===== src/rtl/dmem_req_ctrl_if.sv =====
// Data-memory command/response bus.
// Master is the core-side controller, slave is the memory.
interface dmem_req_ctrl_if #(
  parameter int ADDR_W = 12
);
  logic [ADDR_W-1:0] addr;
  logic [31:0]       wdata;
  logic              valid;
  logic              wen;
  logic              byte_nw;
  logic              yumi;
  logic [31:0]       rdata;
  logic              rvalid;
  logic              ack;

  modport master (
    output addr,
    output wdata,
    output valid,
    output wen,
    output byte_nw,
    output yumi,
    input  rdata,
    input  rvalid,
    input  ack
  );

  modport slave (
    input  addr,
    input  wdata,
    input  valid,
    input  wen,
    input  byte_nw,
    input  yumi,
    output rdata,
    output rvalid,
    output ack
  );
endinterface


===== src/rtl/dmem_req_ctrl.sv =====
// Data-memory request controller: one access at a time,
// valid/yumi handshake, pipeline stall, load align, sticky error.
module dmem_req_ctrl #(
  parameter int ADDR_W      = 12,
  parameter int TIMEOUT_CYC = 255,
  parameter int CNT_W       = 8
) (
  input  logic            clk,
  input  logic            n_reset,
  input  logic            req_valid_i,
  input  logic [1:0]      req_op_i,
  input  logic [31:0]     req_addr_i,
  input  logic [31:0]     req_wdata_i,
  output logic            stall_o,
  output logic            done_o,
  output logic [31:0]     rdata_o,
  output logic            err_o,
  output logic [1:0]      state_o,
  dmem_req_ctrl_if.master mem
);

  localparam logic [CNT_W-1:0] TMO =
    CNT_W'(TIMEOUT_CYC);
  localparam bit TMO_EN = (TIMEOUT_CYC != 0);

  typedef enum logic [2:0] {
    S_IDLE,
    S_SENT,
    S_ACKED,
    S_DONE,
    S_ERR
  } state_e;

  state_e            state_q;
  logic [1:0]        op_q;
  logic [ADDR_W-1:0] addr_q;
  logic [31:0]       wdata_q;
  logic [31:0]       rdata_q;
  logic [CNT_W-1:0]  cnt_q;

  logic [CNT_W-1:0]  cnt_d;
  logic [31:0]       wdata_d;
  logic [31:0]       rdata_d;
  logic [7:0]        lane;

  logic s_idle;
  logic s_sent;
  logic s_acked;
  logic s_done;
  logic s_err;
  logic misaligned;
  logic is_store;
  logic is_byte;
  logic yumi;
  logic complete;
  logic timeout;
  logic unused_addr_hi;

  assign unused_addr_hi = ^req_addr_i[31:ADDR_W];

  assign s_idle  = (state_q == S_IDLE);
  assign s_sent  = (state_q == S_SENT);
  assign s_acked = (state_q == S_ACKED);
  assign s_done  = (state_q == S_DONE);
  assign s_err   = (state_q == S_ERR);

  // Word ops (op[0]=0) need a 4-byte aligned address.
  assign misaligned =
    ~req_op_i[0] & (req_addr_i[1:0] != 2'b00);

  assign is_store = op_q[1];
  assign is_byte  = op_q[0];

  // Read data is consumed only when the command
  // has been (or is being) accepted.
  assign yumi =
    (s_sent & mem.ack & ~is_store & mem.rvalid)
    | (s_acked & mem.rvalid);

  assign complete =
    (s_sent & mem.ack & is_store) | yumi;

  // Fires on the cycle that would be the
  // TIMEOUT_CYC-th spent waiting; completion wins.
  assign cnt_d   = cnt_q + CNT_W'(1);
  assign timeout = TMO_EN && (cnt_d == TMO);

  // SB drives the byte onto every lane.
  assign wdata_d = req_op_i[0]
                 ? {4{req_wdata_i[7:0]}}
                 : req_wdata_i;

  // Little-endian byte lane pick for LBU.
  always_comb begin
    lane = mem.rdata[7:0];
    unique case (1'b1)
      addr_q[1:0] == 2'd0: lane = mem.rdata[7:0];
      addr_q[1:0] == 2'd1: lane = mem.rdata[15:8];
      addr_q[1:0] == 2'd2: lane = mem.rdata[23:16];
      addr_q[1:0] == 2'd3: lane = mem.rdata[31:24];
      default:             lane = mem.rdata[7:0];
    endcase
  end

  assign rdata_d = is_byte ? {24'b0, lane} : mem.rdata;

  // Request FSM with latched command and timeout counter.
  always_ff @(posedge clk or negedge n_reset) begin
    if (!n_reset) begin
      state_q <= S_IDLE;
      op_q    <= '0;
      addr_q  <= '0;
      wdata_q <= '0;
      rdata_q <= '0;
      cnt_q   <= '0;
    end else begin
      unique case (state_q)
        S_IDLE: begin
          if (req_valid_i) begin
            if (misaligned) begin
              state_q <= S_ERR;
            end else begin
              op_q    <= req_op_i;
              addr_q  <= req_addr_i[ADDR_W-1:0];
              wdata_q <= wdata_d;
              cnt_q   <= '0;
              state_q <= S_SENT;
            end
          end
        end
        S_SENT: begin
          cnt_q <= cnt_d;
          if (complete) begin
            if (yumi) rdata_q <= rdata_d;
            state_q <= S_DONE;
          end else if (timeout) begin
            state_q <= S_ERR;
          end else if (mem.ack) begin
            state_q <= S_ACKED;
          end
        end
        S_ACKED: begin
          cnt_q <= cnt_d;
          if (yumi) begin
            rdata_q <= rdata_d;
            state_q <= S_DONE;
          end else if (timeout) begin
            state_q <= S_ERR;
          end
        end
        S_DONE: state_q <= S_IDLE;
        S_ERR:  state_q <= S_ERR;
        default: state_q <= S_ERR;
      endcase
    end
  end

  // In IDLE the stall must rise with the request itself.
  assign stall_o = s_idle
                 ? (req_valid_i & ~misaligned)
                 : ~s_done;

  assign done_o  = s_done;
  assign err_o   = s_err;
  assign rdata_o = rdata_q;
  assign state_o = {s_err, ~s_idle};

  assign mem.addr    = addr_q;
  assign mem.wdata   = wdata_q;
  assign mem.valid   = s_sent;
  assign mem.wen     = s_sent & is_store;
  assign mem.byte_nw = s_sent & is_byte;
  assign mem.yumi    = yumi;

endmodule


===== src/flat_wrapper.sv =====
// flat-port wrapper written by rule: the top's interface ports become plain ports
module dmem_req_ctrl_flat 
#(
  parameter int ADDR_W      = 12,
  parameter int TIMEOUT_CYC = 255,
  parameter int CNT_W       = 8
)
  (clk, n_reset, req_valid_i, req_op_i, req_addr_i, req_wdata_i, stall_o, done_o, rdata_o, err_o, state_o, mem_addr, mem_wdata, mem_valid, mem_wen, mem_byte_nw, mem_yumi, mem_rdata, mem_rvalid, mem_ack);
  dmem_req_ctrl_if #(.ADDR_W(ADDR_W)) mem_i ();
  input  logic clk;
  input  logic n_reset;
  input  logic req_valid_i;
  input  logic [1:0] req_op_i;
  input  logic [31:0] req_addr_i;
  input  logic [31:0] req_wdata_i;
  output logic stall_o;
  output logic done_o;
  output logic [31:0] rdata_o;
  output logic err_o;
  output logic [1:0] state_o;
  output wire logic [$bits(mem_i.addr)-1:0] mem_addr;
  output wire logic [$bits(mem_i.wdata)-1:0] mem_wdata;
  output wire logic [$bits(mem_i.valid)-1:0] mem_valid;
  output wire logic [$bits(mem_i.wen)-1:0] mem_wen;
  output wire logic [$bits(mem_i.byte_nw)-1:0] mem_byte_nw;
  output wire logic [$bits(mem_i.yumi)-1:0] mem_yumi;
  input wire logic [$bits(mem_i.rdata)-1:0] mem_rdata;
  input wire logic [$bits(mem_i.rvalid)-1:0] mem_rvalid;
  input wire logic [$bits(mem_i.ack)-1:0] mem_ack;
  assign mem_addr = mem_i.addr;
  assign mem_wdata = mem_i.wdata;
  assign mem_valid = mem_i.valid;
  assign mem_wen = mem_i.wen;
  assign mem_byte_nw = mem_i.byte_nw;
  assign mem_yumi = mem_i.yumi;
  assign mem_i.rdata = mem_rdata;
  assign mem_i.rvalid = mem_rvalid;
  assign mem_i.ack = mem_ack;
  dmem_req_ctrl #(.ADDR_W(ADDR_W), .TIMEOUT_CYC(TIMEOUT_CYC), .CNT_W(CNT_W)) u_core (.clk(clk), .n_reset(n_reset), .req_valid_i(req_valid_i), .req_op_i(req_op_i), .req_addr_i(req_addr_i), .req_wdata_i(req_wdata_i), .stall_o(stall_o), .done_o(done_o), .rdata_o(rdata_o), .err_o(err_o), .state_o(state_o), .mem(mem_i));
endmodule

===== config.mk =====
export PLATFORM = sky130hd
export DESIGN_NAME = dmem_req_ctrl_flat
export DESIGN_NICKNAME = d
export VERILOG_FILES = /design/src/rtl/dmem_req_ctrl_if.sv /design/src/rtl/dmem_req_ctrl.sv /design/src/flat_wrapper.sv
export SDC_FILE = /design/constraint.sdc
export NUM_CORES = 1
export LEC_CHECK = 0
export BUFFER_PORTS_ARGS = -buffer_cell sky130_fd_sc_hd__buf_2
export CORE_UTILIZATION = 48
export DETAILED_ROUTE_END_ITERATION = 6
export PLACE_DENSITY = 0.81
export SLEW_MARGIN = 30
export SYNTH_ARGS = -nofsm -noshare
export SYNTH_HDL_FRONTEND = slang
export SYNTH_SLANG_ARGS = --single-unit

===== constraint.sdc =====
create_clock -name clk -period 2.1 [get_ports clk]
set_input_delay 0.315 -clock clk [delete_from_list [all_inputs] [get_ports clk]]
set_output_delay 0.315 -clock clk [all_outputs]
set_load 0.01 [all_outputs]

==> impl_results.md <==
- Synth Net Count: 554
- Dominant synthesized flop cell: dfrtp_1
- Comb power frac: 27.1%
- Nets@finish: 710
- Placed inst area: 5180 sq um
- Async S/R FF share, synth: 100%
- Core area: 8720 sq um
- Int Pwr: 3.19 mW
- Clock Tree Root: clkbuf_8
- # setup viols final: 0
- Post-Syn Area: 4310 sq um
- Slew Viols, Final: 0
- IO Count: 188
- Worst VDD drop: 400 uV
- Die Area: 9360 sq um
- DRT Wirelength: 10,700 um
- Req. time, crit path: 1780 ps
- Post-synth cell types: 47
- Routed vias: 3,677
- Synth Area per Inst: 9.60 sq um
- Clk Latency, worst-skew pair: 350 ps
- Max Root-Sink Buffers: 2
- Overflow after GRT: 0
- Hold Fails Final Rpt: 0
- Synthesis Warnings: 0
- Fmax: 513 MHz
- CP Launch Type: flip-flop
- Status: completed
- Total Routing Usage GR: 22.9%
- First-pass GRT wire length: 17,200 um
- Antenna Cells: 0
- Die Ht: 96.8 um
- Dpl hpwl: 7930 um
- Fin crit period: 1950 ps
- Max-cap violation count: 0
- Kind of cell adding the most delay to the critical path: flip-flops
- Most common cell in the netlist: nand2_1
- Seq cells post-synth: 89
- IO Port Bufs: 167
- RSZ-0062 raised after global routing: false
- Crit-path cells: nand4bb_1, a211o_2, inv_4, buf_2
- Max incr delay on CP: 500 ps
- Period Utilization, post-route: 92.8%
- Initial antenna violation count: 0
- GPL Wtd Cong: 0.884
- Vias in the first global route: 3,481
- Hold_ws: 153 ps
- Yosys top cell area share: 51.7%
- Crit path kind: flip-flop to output pin
- Crit path capture type: output pin
- PD cells: 896 nW/um^2
- Commonest cells post-synth: nand2_1, dfrtp_1, mux2i_1
- Post-Syn Instances: 449
- ANT nets after route: 0
- CTS H-tree lvls: 3
- CTS buffer count: 9
- Reg power frac: 48.7%
- Slew headroom: 53.2%
- Vias per cell: 5.12
- Drt drc: 0
- Leak: 2.90 nW
- Largest area contributor in the netlist: dfrtp_1
- Final setup TNS: 0 ps
- Clock network power share: 24.2%
- Routed len/inst: 14.8 um
- CTS sink count: 89
- Seq/Total Area, Yosys: 51.7%
- Slowest-stage cell, CP: dfrtp_2
- Ratio of cells with drive above 1 in the final layout: 36.1%
- Final Cell Area: 5390 sq um
- Worst path bufs/invs: 2
- CTS clk-pin slew, worst paths: 90 ps
- Initial DRC Count: 120
- Syn-to-layout area delta: 25.1%
- Drt pass-1 iters: 4
- CP Data Arrival Time: 1630 ps
- Worst min path class: primary input to flip-flop
- Die X-Extent: 96.8 um
- Crit Path Max Fanout: 9
- CTS tree: built
- Least-Margin Pin Slew: 702 ps
- Core Util, Final: 61.8%
- Row cnt: 34
- Number of synthesized flops with an enable pin: 0
- Clk_skew: 12.1 ps
- Initial core utilization: 49.4%
- Switching power: 1.64 mW
- Pin count of the biggest net entering global routing: 65
- Area contributors post-synth: dfrtp_1, nand2_1, mux2i_1, o21ai_2, o21ai_0
- Sw frac: 34.0%
[metal layers]
layer	vias to the layer above	global-route usage, %	wire [um]
met5	-	0	0
met4	0	7.92	200
met3	17	3.83	414
met2	108	37.9	5290
met1	1720	30.5	4760
li1	1832	-	-
[path summary, 6_finish.rpt]
| kind | slack (ps) | endpoint | from | depth (start not counted) |
|---|---|---|---|---|
| min | 150 | u_core.mem.addr[2] | req_addr_i[2] | 3 |
| max in group asynchronous | 1040 | u_core.rdata_o[28] | n_reset | 3 |
| min reg2reg | 480 | u_core.mem.addr[3] | u_core.mem.addr[3] | 2 |
| max | 150 | mem_yumi | u_core.state_q[1] | 4 |
| min in group asynchronous | 390 | u_core.rdata_o[21] | n_reset | 2 |
| max reg2reg | 380 | u_core.rdata_o[7] | u_core.mem.addr[0] | 4 |
[cells in the final DEF, fill, tap and decap left out, drive strengths merged, types with 5 or more instances in the layout]
cell    count
mux2i      33
o21ai      65
inv         5
nor2        7
a21oi       7
and2        5
buf       177
nor3b       9
nand2     140
o22ai       8
clkbuf     10
nand3       8
dfrtp      89
[worst register-to-register path, stage by stage (launching register included)]
cell     delay (ps)
dfrtp_1         800
nor2_1          110
nor2_1          410
o22ai_1         170
o21ai_1         150
[state kept, by name, summed over array words and instances, names as in the netlist]
name,cells
u_core.mem.wdata,32
u_core.rdata_o,32
u_core.mem.addr,12
u_core.cnt_q,8
u_core.state_q,3
u_core.op_q,2
[stage by stage]
| step | power, mW | setup slack (ps) | cells |
|---|---|---|---|
| 2_1_floorplan | 3.10 | 464 | 449 |
| 3_3_place_gp | 3.64 | 448 | 701 |
| 3_5_place_dp | 3.70 | 396 | 701 |
| 4_1_cts | 4.89 | 78.5 | 718 |
| 5_1_grt | 5.16 | 41.8 | 718 |
| 6_report | 4.83 | 152 | 718 |
[timing repair]
action                                  CTS  global route
hold endpoints to repair                 21             0
endpoints found under the setup margin    1             1
buffers inserted                          0             0
resized for setup                         1             1
pin swaps                                 0             0
hold buffers                              1             0
[area by class of cell]
cell class | instances | area [sq um]
Inverter | 5 | 21.3
Clock buffer | 10 | 128
Clock inverter | 6 | 67.6
Sequential cell | 89 | 2230
Multi-Input combinational cell | 322 | 1860
Timing Repair Buffer | 178 | 948
Tap cell | 108 | 135
Fill cell | 745 | 3330
[kinds of logic after synthesis]
group,synth area share (%)
DFF,51.7
xor gates and xnor gates,0.813
muxes,8.71
adders and majority gates,0.580
AOI/OAI and AO/OA,13.4
buffers and inverters,5.25
and+or+nand+nor,19.6
[power groups by stage]
stage / sequential (mW) / combinational [mW] / clock, mW
floorplan: 2.43 / 0.675 / 0
global placement: 2.36 / 1.28 / 0
detailed placement: 2.38 / 1.32 / 0
CTS: 2.35 / 1.33 / 1.21
global route: 2.42 / 1.46 / 1.28
finish: 2.35 / 1.31 / 1.17
Power figures use the tool's default switching activity.
